--- config.mk ---
export PLATFORM = sky130hd
export DESIGN_NAME = firebird7_in_gate1_tessent_data_mux_tdr
export DESIGN_NICKNAME = d
export VERILOG_FILES = /design/src/rtl/firebird7_in_gate1_tessent_data_mux_tdr.sv
export SDC_FILE = /design/constraint.sdc
export NUM_CORES = 1
export LEC_CHECK = 0
export CORE_ASPECT_RATIO = 2
export CORE_MARGIN = 4
export CORE_UTILIZATION = 36
export CTS_CLUSTER_DIAMETER = 120
export DETAILED_ROUTE_END_ITERATION = 12
export HOLD_SLACK_MARGIN = 0.06
export PLACE_DENSITY = 0.77
export SYNTH_ARGS = -nofsm -noshare
export SYNTH_HDL_FRONTEND = slang
export SYNTH_SLANG_ARGS = --single-unit
--- constraint.sdc ---
create_clock -name ijtag_tck -period 1.06 [get_ports ijtag_tck]
set_input_delay 0.106 -clock ijtag_tck [delete_from_list [all_inputs] [get_ports ijtag_tck]]
set_output_delay 0.106 -clock ijtag_tck [all_outputs]
set_load 0.02 [all_outputs]
--- src/rtl/firebird7_in_gate1_tessent_data_mux_tdr.sv ---
// IJTAG test data register driving a per-channel data mux with freeze.
// Selects and freeze are shifted in, then applied together on update.
module firebird7_in_gate1_tessent_data_mux_tdr #(
  parameter int unsigned WIDTH = 19,
  parameter int unsigned CHANNELS = 4,
  parameter logic [CHANNELS-1:0] RESET_SEL = '0
) (
  input  logic ijtag_tck,
  input  logic ijtag_reset,
  input  logic ijtag_sel,
  input  logic ijtag_ce,
  input  logic ijtag_se,
  input  logic ijtag_ue,
  input  logic ijtag_si,
  output logic ijtag_so,
  input  logic [CHANNELS*WIDTH-1:0] functional_data_in,
  input  logic [CHANNELS*WIDTH-1:0] ijtag_data_in,
  output logic [CHANNELS*WIDTH-1:0] data_out,
  output logic [CHANNELS-1:0] sel_status
);

  localparam int unsigned L = CHANNELS + 1;
  localparam logic [L-1:0] RST_VAL = {1'b0, RESET_SEL};

  logic [L-1:0] sr;
  logic [L-1:0] ur;
  logic [CHANNELS*WIDTH-1:0] hold;
  logic [CHANNELS*WIDTH-1:0] mux;
  logic freeze;

  logic do_cap;
  logic do_shift;
  logic do_upd;

  assign do_cap   = ijtag_sel & ijtag_ce;
  assign do_shift = ijtag_sel & ijtag_se & ~ijtag_ce;
  assign do_upd   = ijtag_sel & ijtag_ue;
  assign freeze   = ur[CHANNELS];

  // Per-channel live mux between functional and IJTAG data.
  for (genvar c = 0; c < CHANNELS; c++) begin : g_mux
    assign mux[c*WIDTH +: WIDTH] = ur[c]
      ? ijtag_data_in[c*WIDTH +: WIDTH]
      : functional_data_in[c*WIDTH +: WIDTH];
  end

  // Shift register: capture readback has priority over shift.
  always_ff @(posedge ijtag_tck) begin
    if (ijtag_reset) begin
      sr <= RST_VAL;
    end else if (do_cap) begin
      sr <= ur;
    end else if (do_shift) begin
      sr <= {ijtag_si, sr[L-1:1]};
    end
  end

  // Update register takes the pre-edge shift value.
  always_ff @(posedge ijtag_tck) begin
    if (ijtag_reset) begin
      ur <= RST_VAL;
    end else if (do_upd) begin
      ur <= sr;
    end
  end

  // Hold tracks the live mux until freeze is applied.
  always_ff @(posedge ijtag_tck) begin
    if (ijtag_reset) begin
      hold <= '0;
    end else if (!freeze) begin
      hold <= mux;
    end
  end

  assign data_out   = freeze ? hold : mux;
  assign sel_status = ur[CHANNELS-1:0];
  assign ijtag_so   = sr[0];

endmodule

==> impl_metrics.env <==
export IMPL_whs_ns=0.1797
export IMPL_critPathMaxFanout=35
export IMPL_synthCells=477
export IMPL_max_slew_margin=0.6017
export IMPL_clock_path_buffers=2
export IMPL_fill_cells=327
export IMPL_dieHeight_microns=164.6
export IMPL_syn_cell_area_sq_mm=0.004415
export IMPL_p_per_area_mw_per_mm2=1037
export IMPL_drv_cap=0
export IMPL_route_detailed_drc=0
export IMPL_cp_cell_sequence="buf_12, nor2b_1, a21oi_1, buf_2"
export IMPL_first_iter_violations=344
export IMPL_rows=57
export IMPL_dieWidth_microns=86.31
export IMPL_synth_top_area_cell="dfxtp_1"
export IMPL_crit_type="register to output pin"
export IMPL_ant_nets=0
export IMPL_fmax_ghz=0.5753
export IMPL_dr_pass1_iters=5
export IMPL_drv_slew=0
export IMPL_layout_drive_gt1_share=0.6512
export IMPL_antenna_found_initial=1
export IMPL_cts_buffers=9
export IMPL_clk_pin_slew_worst_paths_ns=0.07
export IMPL_yosysSeqAreaShare=0.3899
export IMPL_core_sq_mm=0.01205
export IMPL_grt_max_degree=39
export IMPL_wire_per_inst_microns=29.29
export IMPL_slowest_delay_ns=0.44
export IMPL_yosys_top_cells_area="dfxtp_1 (39%), mux2i_1 (17%), a211oi_1 (13%), nor2b_1 (11%), a21oi_1 (9.2%)"
export IMPL_cts_tree="built"
export IMPL_syn_num_nets=636
export IMPL_setup_violations=163
export IMPL_p_leak_nw=4.145
export IMPL_initial_utilization=0.3663
export IMPL_vias=5925
export IMPL_clkLatencyLatePin_ns=0.35
export IMPL_cts_max_level=3
export IMPL_ir_drop_uv=1077
export IMPL_min_period_ns=1.738
export IMPL_cp_slowest_cell="dfxtp_4"
export IMPL_grt_pass1_wl_mm=32.75
export IMPL_avgViaCountPerCell=5.979
export IMPL_setup_slack_ns=-0.6783
export IMPL_numClockSinks=86
export IMPL_ys_types=20
export IMPL_gr_usage_all_layers=0.2995
export IMPL_design_area_sq_mm=0.01131
export IMPL_dp_hpwl_mm=11.49
export IMPL_setup_tns_ns=-59.17
export IMPL_port_buffers=239
export IMPL_cts_root_buf="clkbuf_16"
export IMPL_synth_seq_cells=86
export IMPL_drt_wl_total_mm=29.03
export IMPL_place_gp_congestion=0.8403
export IMPL_ios=240
export IMPL_fin_nets=997
export IMPL_min_path_type="input pin to register"
export IMPL_grt_pass1_vias=6018
export IMPL_place_ws_ns=-0.6340
export IMPL_yosysWarnings=0
export IMPL_dpl_cell_area_sq_mm=0.007893
export IMPL_area_growth_pct=156.1
export IMPL_rsz0062_at_grt="yes"
export IMPL_avgSynthCellArea_sq_um=9.257
export IMPL_required_ns=0.95
export IMPL_place_inst=911
export IMPL_violations="setup timing"
export IMPL_finish_utilization=0.9382
export IMPL_status="finished, violations left"
export IMPL_cp_end_kind="output pin"
export IMPL_yosysTopAreaCellShare=0.3899
export IMPL_total_power_mw=11.72
export IMPL_cp_arrival_ns=1.63
export IMPL_stdcell_count=991
export IMPL_die_area_sq_mm=0.01421
export IMPL_hold_violations=0
export IMPL_start_kind="register"
export IMPL_max_slew_worst_pin_slew_ns=0.5894
export IMPL_fin_skew_ns=0.009202
export IMPL_period_share=1.640
export IMPL_grt_ovfl_total=0
logic make-up after synthesis:
| family | count (synthesis) | share of synthesized area |
|---|---|---|
| muxes | 76 | 0.1723 |
| and+or+nand+nor | 91 | 0.1346 |
| buffers and inverters | 56 | 0.05752 |
| DFF | 86 | 0.3899 |
| AOI/OAI and AO/OA | 168 | 0.2457 |
layout by cell type (no fill, tap or decap), types with 2 or more instances in the layout:
master and count:
clkdlybuf4s50_1 157, buf_6 149, dfxtp_1 81, a211oi_2 73
mux2i_4 71, a21oi_2 53, buf_4 44, nor2b_2 32
nor2b_1 25, buf_12 24, nor2b_4 19, a21oi_4 17
clkbuf_16 13, a21oi_1 11, buf_16 11, buf_2 7
mux2i_2 5, inv_1 5, nand3_1 5, dfxtp_4 5
and3b_1 4, a2111oi_2 4, nor4bb_1 4, a211oi_4 3
bufinv_16 3, buf_8 3, a21bo_2 2, a21bo_4 2
worst paths after layout:
kind | startpoint | endpoint | slack, ns | depth (start not counted)
worst min register to register | sr[1]$_SDFFE_PP0P_ | ur[1]$_SDFFE_PP0P_ | 0.52 | 2
worst min-delay path | ijtag_reset | ur[1]$_SDFFE_PP0P_ | 0.18 | 2
worst max register to register | ur[3]$_SDFFE_PP0P_ | hold[72]$_SDFF_PP0_ | -0.49 | 7
worst max-delay path | ur[4]$_SDFFE_PP0P_ | data_out[23] | -0.68 | 4
layout make-up:
cell class	instances	area [sq um]	share of cell area
well taps	147	183.9	0.01626
flip-flops and latches	86	1740	0.1539
repair inverters	1	6.256	0.0005532
clock inverters	4	98.84	0.008741
clock buffers	12	267.8	0.02368
diodes	1	2.502	0.0002213
multi-input cells	335	4428	0.3916
inverters	6	30.03	0.002655
repair buffers	399	4551	0.4024
Yosys cell counts:
cell and number:
dfxtp_1 86, buf_4 5, mux2i_1 76, and3b_1 5, a2111oi_0 4, inv_1 5
o21ai_2 1, nor2b_1 76, clkbuf_2 1, nand3_1 5, clkbuf_1 22, a2111oi_2 1
buf_1 3, a21bo_2 4, nor4bb_1 5, inv_2 1, buf_2 19, a21oi_1 81
a211oi_1 76, a21bo_1 1
per-layer routing:
metal	part of all wire	wire length [microns]	track usage
met1	0.31	9117	0.3007
met2	0.55	15970	0.5794
met3	0.052	1520	0.04194
met4	0.084	2425	0.1539
met5	0	0	0
power by group:
part | internal [mW] | switching, mW
logic | 2.27 | 1.85
clock network | 2.53 | 1.45
registers | 3.45 | 0.165
critical path: cells and delay by family, from the launching register on:
family / cells / cell delay (ns)
buffers and inverters: 2 / 0.39
AND/OR/NAND/NOR: 1 / 0.35
flip-flops: 1 / 0.44
AO/OA/AOI/OAI: 1 / 0.09
registers in the layout, indices dropped and copies added, names as in the netlist:
register / flops
hold: 76
sr: 5
ur: 5
what timing repair did:
action                                  4_1_cts  5_1_grt
gates cloned                                 15        3
gates resized for setup                     713      236
hold buffers                                  0        0
pin swaps                                   100       68
endpoints found under the setup margin      161      164
buffers inserted                             46       49
No activity file was read; power rests on OpenSTA's default activity.
